**src/rtl/mac_pkg.sv**
```systemverilog
// Shared MAC definitions: accumulate-stage width and the byte type used by the adder.
package mac_pkg;
    localparam int ADDER_W = 8;
    typedef logic [7:0] byte_t;
endpackage

```
**src/rtl/eightbit_adder_full_adder.sv**
```systemverilog
// One-bit full adder cell; the accumulate adder chains eight of these.
module full_adder (
    input  logic a,
    input  logic b,
    input  logic cin,
    output logic s,
    output logic cout
);
    logic p_s;

    assign p_s  = a ^ b;
    assign s    = p_s ^ cin;
    assign cout = (a & b) | (cin & p_s);
endmodule

```
**src/rtl/eightbit_adder.sv**
```systemverilog
// 8-bit ripple-carry adder for the MAC accumulate stage, with carry/signed-overflow
// flags and an optional output register selected by REG_OUT.
module eightbit_adder
    import mac_pkg::*;
#(
    parameter int WIDTH   = ADDER_W,
    parameter bit REG_OUT = 1'b0
) (
    input  logic             clk,
    input  logic             rst,
    input  logic [WIDTH-1:0] a,
    input  logic [WIDTH-1:0] b,
    input  logic             cin,
    output logic [WIDTH-1:0] sum,
    output logic             carry_out,
    output logic             overflow
);
    logic [WIDTH:0]   c_s;
    logic [WIDTH-1:0] sum_s;
    logic             overflow_s;

    assign c_s[0] = cin;

    for (genvar i = 0; i < WIDTH; i++) begin : g_bit
        full_adder u_fa (
            .a    (a[i]),
            .b    (b[i]),
            .cin  (c_s[i]),
            .s    (sum_s[i]),
            .cout (c_s[i+1])
        );
    end

    // Signed overflow: carry into the MSB differs from carry out of it.
    assign overflow_s = c_s[WIDTH-1] ^ c_s[WIDTH];

    if (REG_OUT) begin : g_reg
        logic [WIDTH-1:0] sum_r;
        logic             carry_r;
        logic             overflow_r;

        // Output register; reset clears the captured result without a clock edge.
        always_ff @(posedge clk or posedge rst) begin
            if (rst) begin
                sum_r      <= {WIDTH{1'b0}};
                carry_r    <= 1'b0;
                overflow_r <= 1'b0;
            end else begin
                sum_r      <= sum_s;
                carry_r    <= c_s[WIDTH];
                overflow_r <= overflow_s;
            end
        end

        assign sum       = sum_r;
        assign carry_out = carry_r;
        assign overflow  = overflow_r;
    end else begin : g_comb
        // Clock and reset have no role when the outputs are combinational.
        logic unused_clk_rst_s;
        assign unused_clk_rst_s = clk ^ rst;

        assign sum       = sum_s;
        assign carry_out = c_s[WIDTH];
        assign overflow  = overflow_s;
    end
endmodule

```
**config.mk**
```make
export PLATFORM = sky130hd
export DESIGN_NAME = eightbit_adder
export DESIGN_NICKNAME = d
export VERILOG_FILES = /design/src/rtl/mac_pkg.sv /design/src/rtl/eightbit_adder_full_adder.sv /design/src/rtl/eightbit_adder.sv
export SDC_FILE = /design/constraint.sdc
export NUM_CORES = 1
export LEC_CHECK = 0
export BUFFER_PORTS_ARGS = -buffer_cell sky130_fd_sc_hd__buf_2
export CAP_MARGIN = 20
export CORE_AREA = 5 5 42 44
export DETAILED_ROUTE_END_ITERATION = 10
export DIE_AREA = 0 0 47 49
export PLACE_DENSITY = 0.45
export SETUP_SLACK_MARGIN = 0.2
export SYNTH_ARGS = -nofsm -noshare
export SYNTH_HDL_FRONTEND = slang
export SYNTH_HIERARCHICAL = 1
export SYNTH_SLANG_ARGS = --single-unit
```
**constraint.sdc**
```tcl
create_clock -name vclk -period 7.3
set_input_delay 1.825 -clock vclk [all_inputs]
set_output_delay 1.825 -clock vclk [all_outputs]
set_load 0.01 [all_outputs]
```
==> results of run 1 <==
## worst paths after layout
path	end	slack [ns]	cells past startpoint
worst max-delay path	overflow	0.33	11
worst min-delay path	sum[0]	4.00	3
## area by class of cell
class / count / area (um2) / area share (%)
Timing Repair Buffer: 30 / 158 / 42.4
Tap cell: 16 / 20.0 / 5.39
Multi-Input combinational cell: 9 / 194 / 52.2
## repair_timing
| action | 4_1_cts | 5_1_grt |
|---|---|---|
| resized for setup | 5 | 1 |
| setup buffers | 1 | 1 |
| endpoints found under the setup margin | 3 | 2 |
| pin swaps | 2 | 2 |
## power breakdown
group	leakage [uW]	switching (uW)	internal, uW
Sequential	0	0	0
Clock	0	0	0
Combinational	0.000179	17.6	18.1
## worst min-delay path, cell delays in order
cell and delay (ns):
buf_2 0.09, fa_1 0.14, buf_2 0.12
## cell usage in the layout, fill, tap and decap left out, drive strengths merged
master  instances
buf            30
fa              8
xor2            1
## logic make-up (layout without fill, tap and decap cells)
kind of cell / after synthesis / count (layout) / share of synthesized area, %
adders and majority gates: 8 / 8 / 94.8
xor gates and xnor gates: 1 / 1 / 5.19
buffers and inverters: 0 / 30 / 0
## through the flow
stage / hold WS [ns] / instances / worst slack [ns]
after detailed placement: 4.00 / 53 / 0.00958
after global routing: 4.02 / 55 / 0.226
final: 4.00 / 55 / 0.327
after floorplan: 3.84 / 9 / 0.270
after global placement: 4.00 / 53 / 0.0481
after CTS: 4.00 / 54 / 0.202
## metal layers
| layer | up-vias | track usage, % | wire length (um) |
|---|---|---|---|
| met5 | - | 0 | 0 |
| met4 | 0 | 0 | 0 |
| met3 | 0 | 4.43 | 232 |
| met2 | 27 | 7.69 | 199 |
| met1 | 97 | 5.62 | 150 |
| li1 | 86 | - | - |
==> flow_summary_export.csv, run 1 <==
group,metric,value,unit
yosys,synthDominantCellAreaShare,94.8,%
placement,gp_congestion,0.652,
floorplan,dieWidth,47,um
yosys,synth.area.top_cells,"fa_1 (95%), xor2_1 (5.2%)",
global_routing,grt_pass1_wl,910,um
critical_path,cp.arrival,5.15,ns
floorplan,start_util,12.1,%
route,finalWirelength,582,um
final_layout,n_clock_buffer,0,
route,wl_per_cell,10.6,um
final_layout,register_area,0,um2
route,vias,210,
timing,fin_crit_sh,95.5,%
critical_path,worstSetupStartpoint,"a[0]",
final_layout,fin_nets,68,
final_layout,area_growth,120,%
timing,fin_tns_setup,0,ns
timing,hold_violations,0,
yosys,synthTopCellsByCount,"fa_1 (8), xor2_1 (1)",
power,finalPower,35.8,uW
yosys,synthesis.area,169,um2
yosys,synth_top_area_cell,"fa_1",
critical_path,cpMostUsedCell,"fa_2",
clock_network,cts_hold_buf,0,
flow_run,maxCapViolCount,0,
power,p_leak,0.000179,uW
hold_path,holdCritPathClass,"in -> out",
hold_path,min_from,"cin",
timing,worst_pin_slew,0.0921,ns
floorplan,dieArea,2300,um2
yosys,synth_cell_types,2,
placement,portBuffers,27,
critical_path,crit_slowest_cell,"fa_1",
route,drt_iter0_drc,0,
timing,max_freq,143,MHz
timing,setup_viol,0,
timing,grt_setup_unrepaired,"false",
yosys,yosysMostFrequentCell,"fa_1",
route,avgViaCountPerCell,3.82,
yosys,yosys_warnings,6,
power,ir_worst_vdd,0.0273,mV
global_routing,antenna_found_initial,0,
critical_path,worst-path-buf-inv,2,
critical_path,critPathLaunchType,"primary input",
yosys,syn-num-nets,36,
final_layout,drive_above_1_share,97.4,%
critical_path,critPathKind,"in -> out",
yosys,netlist_instances,9,
floorplan,fp.dieH,49,um
route,ant_nets,0,
critical_path,critPathMaxStageDelay,0.43,ns
floorplan,core,1400,um2
timing,drv_slew,0,
final_layout,post-route-util,26.5,%
floorplan,num_rows,14,
global_routing,grt_max_degree,3,
critical_path,cp_top_family,"adder cells",
critical_path,cp_max_fo,2,
placement,placed_area,342,um2
critical_path,crit_chain,"buf_2 -> fa_1 -> fa_2 -> fa_2 -> fa_2 -> fa_2 -> fa_2 -> fa_2 -> fa_2 -> xor2_2 -> buf_2",
power,power_density,96.2,nW/um2
timing,min_period,6.97,ns
global_routing,grt_usage,5.04,%
final_layout,n_fill_cell,161,
final_layout,n_antenna_cell,0,
global_routing,gr-total-overflow,0,
final_layout,seq_cells,0,
critical_path,cp.required,5.48,ns
yosys,syn_area_per_cell,18.8,um2
timing,relSlewSlack,93.8,%
route,drc,0,
route,dr.pass1.iters,1,
yosys,yosysSeqAreaShare,0,%
final_layout,fin_area,372,um2
global_routing,first_global_vias,245,
floorplan,ios,29,
outcome,status,"finished, final reports clean",
critical_path,worst_setup_path_end_kind,"output port",
Power figures use the tool's default switching activity.
==> run 2, diff against run 1 <==
==> constraint.sdc (replaced) <==
create_clock -name vclk -period 7.3
set_input_delay 0.73 -clock vclk [all_inputs]
set_output_delay 0.73 -clock vclk [all_outputs]
set_load 0.01 [all_outputs]
==> run 2 against run 1 <==
Net effect: largest cell class unchanged; non-clock buffer count is 3 lower; routed wire length rose by 23%; sequential cell count unchanged; critical endpoint unchanged; global-route usage increased by 1.1 points; largest power group unchanged; hold slack worse by 2.2 ns; clock-buffer cell count unchanged; maximum frequency up 36%; highest routed layer unchanged.
==> flow_summary_export.csv, run 2 (same netlist as run 1, synthesis figures left out) <==
group,metric,value,unit
critical_path,critPathKind,"in -> out",
timing,max_freq,195,MHz
route,avgViaCountPerCell,3.54,
critical_path,critPathLaunchType,"primary input",
floorplan,dieWidth,47,um
final_layout,final_cell_mix,"buf_2 (27), fa_1 (8), xor2_1 (1)",
final_layout,drive_above_1_share,75.0,%
power,power.share.clock,0,%
timing,worst_pin_slew,0.137,ns
critical_path,worst-path-buf-inv,2,
clock_network,cts_hold_buf,0,
power,p_sw_share,53.0,%
power,power_density,101,nW/um2
global_routing,gr-total-overflow,0,
power,seq_power_share,0,%
critical_path,cp.required,6.57,ns
route,finalWirelength,718,um
hold_path,holdCritPathClass,"in -> out",
power,p_leak,0.000169,uW
power,power.internal,15.3,uW
final_layout,area_growth,91.9,%
timing,fin_crit_sh,70.3,%
global_routing,grt_usage,6.10,%
route,wl_per_cell,13.8,um
final_layout,final_common_cell,"buf_2",
critical_path,crit_chain,"buf_2 -> fa_1 -> fa_1 -> fa_1 -> fa_1 -> fa_1 -> fa_1 -> fa_1 -> fa_1 -> xor2_1 -> buf_2",
global_routing,grt_max_degree,3,
final_layout,fin_area,324,um2
hold_path,min_path_cells,3,
placement,placed_area,324,um2
final_layout,register_area,0,um2
final_layout,fin_nets,65,
hold_path,min_from,"b[0]",
hold_path,hold_end,"sum[0]",
floorplan,num_rows,14,
critical_path,worstSetupPathDepth,11,
clock_network,cts_setup_buffers,0,
timing,drv_slew,0,
global_routing,antenna_found_initial,0,
power,power.switching,17.3,uW
route,drt_iter0_drc,0,
floorplan,dieArea,2300,um2
placement,gp_congestion,0.616,
final_layout,finalNonFillerCells,52,
critical_path,cp_top_family,"adder cells",
floorplan,ios,29,
clock_network,cts_resized,0,
critical_path,crit_slowest_cell,"fa_1",
timing,hold_violations,0,
power,ir_worst_vdd,0.0364,mV
power,combPwrFrac,100.0,%
floorplan,fp.dieH,49,um
timing,fin_tns_setup,0,ns
critical_path,cp_max_fo,2,
outcome,status,"finished, final reports clean",
route,drc,0,
placement,placed_cells,52,
timing,relSlewSlack,90.8,%
timing,min_period,5.13,ns
route,ant_nets,0,
final_layout,seq_cells,0,
flow_run,maxCapViolCount,0,
floorplan,start_util,12.1,%
critical_path,cp.arrival,4.40,ns
route,dr.pass1.iters,1,
placement,portBuffers,27,
route,vias,184,
floorplan,core,1400,um2
final_layout,n_clock_buffer,0,
critical_path,cpMostUsedCell,"fa_1",
global_routing,grt_pass1_wl,1020,um
global_routing,first_global_vias,215,
final_layout,n_antenna_cell,0,
critical_path,worst_setup_path_end_kind,"output port",
timing,setup_viol,0,
timing,grt_setup_unrepaired,"false",
final_layout,n_fill_cell,170,
critical_path,critPathMaxStageDelay,0.44,ns
==> run 2: changes by cell type in the layout (fill, tap and decap cells not counted), sizes merged <==
cell,before,now
buf,30,27
==> run 2: area by class of cell <==
cell class                 instances  area, um2  share of cell area [%]
tap                               16       20.0                    6.18
timing repair buffer              27        135                    41.7
multi-input combinational          9        169                    52.1
==> run 2: worst max path at each step <==
stage / from / endpoint
floorplan: a[0] / overflow
global route: a[0] / overflow
CTS: a[0] / overflow
detailed placement: a[0] / overflow
finish: a[0] / overflow
global placement: a[0] / overflow
==> run 2: power groups by stage <==
stage / combinational (uW) / clock, uW / sequential, uW
3_5_place_dp: 34.0 / 0 / 0
6_report: 32.7 / 0 / 0
4_1_cts: 34.1 / 0 / 0
2_1_floorplan: 17.7 / 0 / 0
3_3_place_gp: 32.8 / 0 / 0
5_1_grt: 37.2 / 0 / 0
==> run 2: per-layer routing <==
layer	wire, um	vias up	global-route usage (%)
met1	294	76	8.99
met4	0	0	0
met2	190	27	6.56
met5	0	-	0
li1	-	81	-
met3	233	0	6.27
==> run 2: stage by stage <==
step	setup WS [ns]	hold WS, ns	utilization (%)	power (uW)
2_1_floorplan	2.39	1.65	-	17.7
3_3_place_gp	2.17	1.80	23.1	32.8
3_5_place_dp	2.15	1.82	23.1	34.0
4_1_cts	2.14	1.82	23.1	34.1
5_1_grt	2.04	1.83	23.1	37.2
6_report	2.17	1.81	23.1	32.7
==> run 3, diff against run 2 <==
clock period = 4.8 ns   (was 7.3 ns; I/O delays follow)
==> run 3 against run 2 <==
Net effect: clock-buffer cell count unchanged; total power increased by 59%; worst setup slack got worse by 1.8 ns; critical endpoint unchanged; die area unchanged; largest power group unchanged.
==> flow_summary_export.csv, run 3 (same netlist as run 1, synthesis figures left out) <==
group,metric,value,unit
outcome,status,"finished, final reports clean",
placement,placed_area,324,um2
route,wl_per_cell,14.1,um
timing,min_period,4.43,ns
final_layout,fin_area,342,um2
floorplan,dieWidth,47,um
timing,drv_slew,0,
clock_network,cts_hold_buf,0,
global_routing,gr-total-overflow,0,
timing,grt_setup_unrepaired,"false",
floorplan,fp.dieH,49,um
global_routing,first_global_vias,219,
critical_path,worst_setup_path_end_kind,"output port",
final_layout,finalNonFillerCells,53,
timing,setup_viol,0,
global_routing,grt_pass1_wl,1020,um
final_layout,final_cell_mix,"buf_2 (27), fa_1 (4), fa_2 (4)",
critical_path,critPathKind,"in -> out",
route,dr.pass1.iters,1,
power,p_sw_share,51.8,%
timing,worst_pin_slew,0.108,ns
global_routing,antenna_found_initial,0,
final_layout,register_area,0,um2
critical_path,crit_end,"overflow",
route,avgViaCountPerCell,3.62,
final_layout,fin_nets,66,
floorplan,core,1400,um2
final_layout,n_antenna_cell,0,
power,p_leak,0.000170,uW
final_layout,post-route-util,24.4,%
timing,hold_violations,0,
route,drc,0,
timing,fin_crit_sh,92.3,%
final_layout,n_clock_buffer,0,
critical_path,worstSetupStartpoint,"a[0]",
timing,max_freq,226,MHz
flow_run,maxCapViolCount,0,
final_layout,drive_above_1_share,86.5,%
power,finalPower,52.1,uW
floorplan,ios,29,
critical_path,crit_slowest_cell,"fa_1",
critical_path,cp.arrival,3.95,ns
critical_path,critPathLaunchType,"primary input",
power,power.share.clock,0,%
floorplan,num_rows,14,
final_layout,area_growth,102,%
power,power.switching,26.9,uW
floorplan,dieArea,2300,um2
route,ant_nets,0,
critical_path,critPathMaxStageDelay,0.42,ns
timing,fin_tns_setup,0,ns
placement,portBuffers,27,
power,power_density,152,nW/um2
power,combPwrFrac,100.0,%
global_routing,grt_max_degree,3,
final_layout,final_common_cell,"buf_2",
hold_path,holdCritPathClass,"in -> out",
critical_path,crit_chain,"buf_2 -> fa_1 -> fa_1 -> fa_1 -> fa_1 -> fa_2 -> fa_2 -> fa_2 -> fa_2 -> xor2_1 -> buf_2",
critical_path,cp.required,4.32,ns
global_routing,grt_usage,6.03,%
final_layout,n_fill_cell,164,
power,ir_worst_vdd,0.0615,mV
route,vias,192,
power,power.internal,25.1,uW
final_layout,seq_cells,0,
critical_path,cp_max_fo,2,
route,drt_iter0_drc,0,
route,finalWirelength,746,um
floorplan,start_util,12.1,%
timing,relSlewSlack,92.8,%
placement,placed_cells,52,
placement,gp_congestion,0.617,
power,seq_power_share,0,%
run 3: cell types whose count changed in the layout (fill, tap and decap cells not counted), sizes merged:
cell	delta
buf	+1
run 3: worst min path at each step:
stage	start	slack (ns)	cells after the start	endpoint
floorplan	cin	1.15	1	sum[0]
global placement	cin	1.30	3	sum[0]
detailed placement	cin	1.31	3	sum[0]
CTS	cin	1.31	3	sum[0]
global route	cin	1.32	3	sum[0]
finish	cin	1.31	3	sum[0]
run 3: timing repair:
item | 4_1_cts | 5_1_grt
resized for setup | 1 | 3
setup buffers | 0 | 1
setup endpoints to repair | 1 | 1
pin swaps | 0 | 1
run 3: power by group through the flow:
stage | registers [uW] | clock network, uW | logic (uW)
CTS | 0 | 0 | 51.8
floorplan | 0 | 0 | 27.0
detailed placement | 0 | 0 | 51.2
global route | 0 | 0 | 60.2
global placement | 0 | 0 | 49.9
finish | 0 | 0 | 52.1
run 3: metal layers:
layer | share of wire (%) | wire length [um] | global-route usage [%] | up-vias
met1 | 31 | 234 | 7.64 | 82
met2 | 30 | 226 | 6.56 | 27
met3 | 38 | 284 | 8.12 | 0
met5 | 0 | 0 | 0 | -
li1 | - | - | - | 83
met4 | 0 | 0 | 0 | 0
run 3: cell type report:
type / instances / area, um2 / share of cell area, %
repair buffers: 28 / 143 / 41.8
well taps: 16 / 20.0 / 5.86
multi-input cells: 9 / 179 / 52.4
run 3: critical path: cells and delay by family:
kind	cells	cell delay [ns]
fa+ha+maj	8	3.06
buf+inv	2	0.24
xor+xnor	1	0.16
run 3: per-stage QoR:
step                      worst slack (ns)  hold slack (ns)
after floorplan                      0.387             1.15
after global placement               0.171             1.30
after detailed placement             0.159             1.31
after CTS                            0.219             1.31
after global routing                 0.234             1.32
final                                0.372             1.31
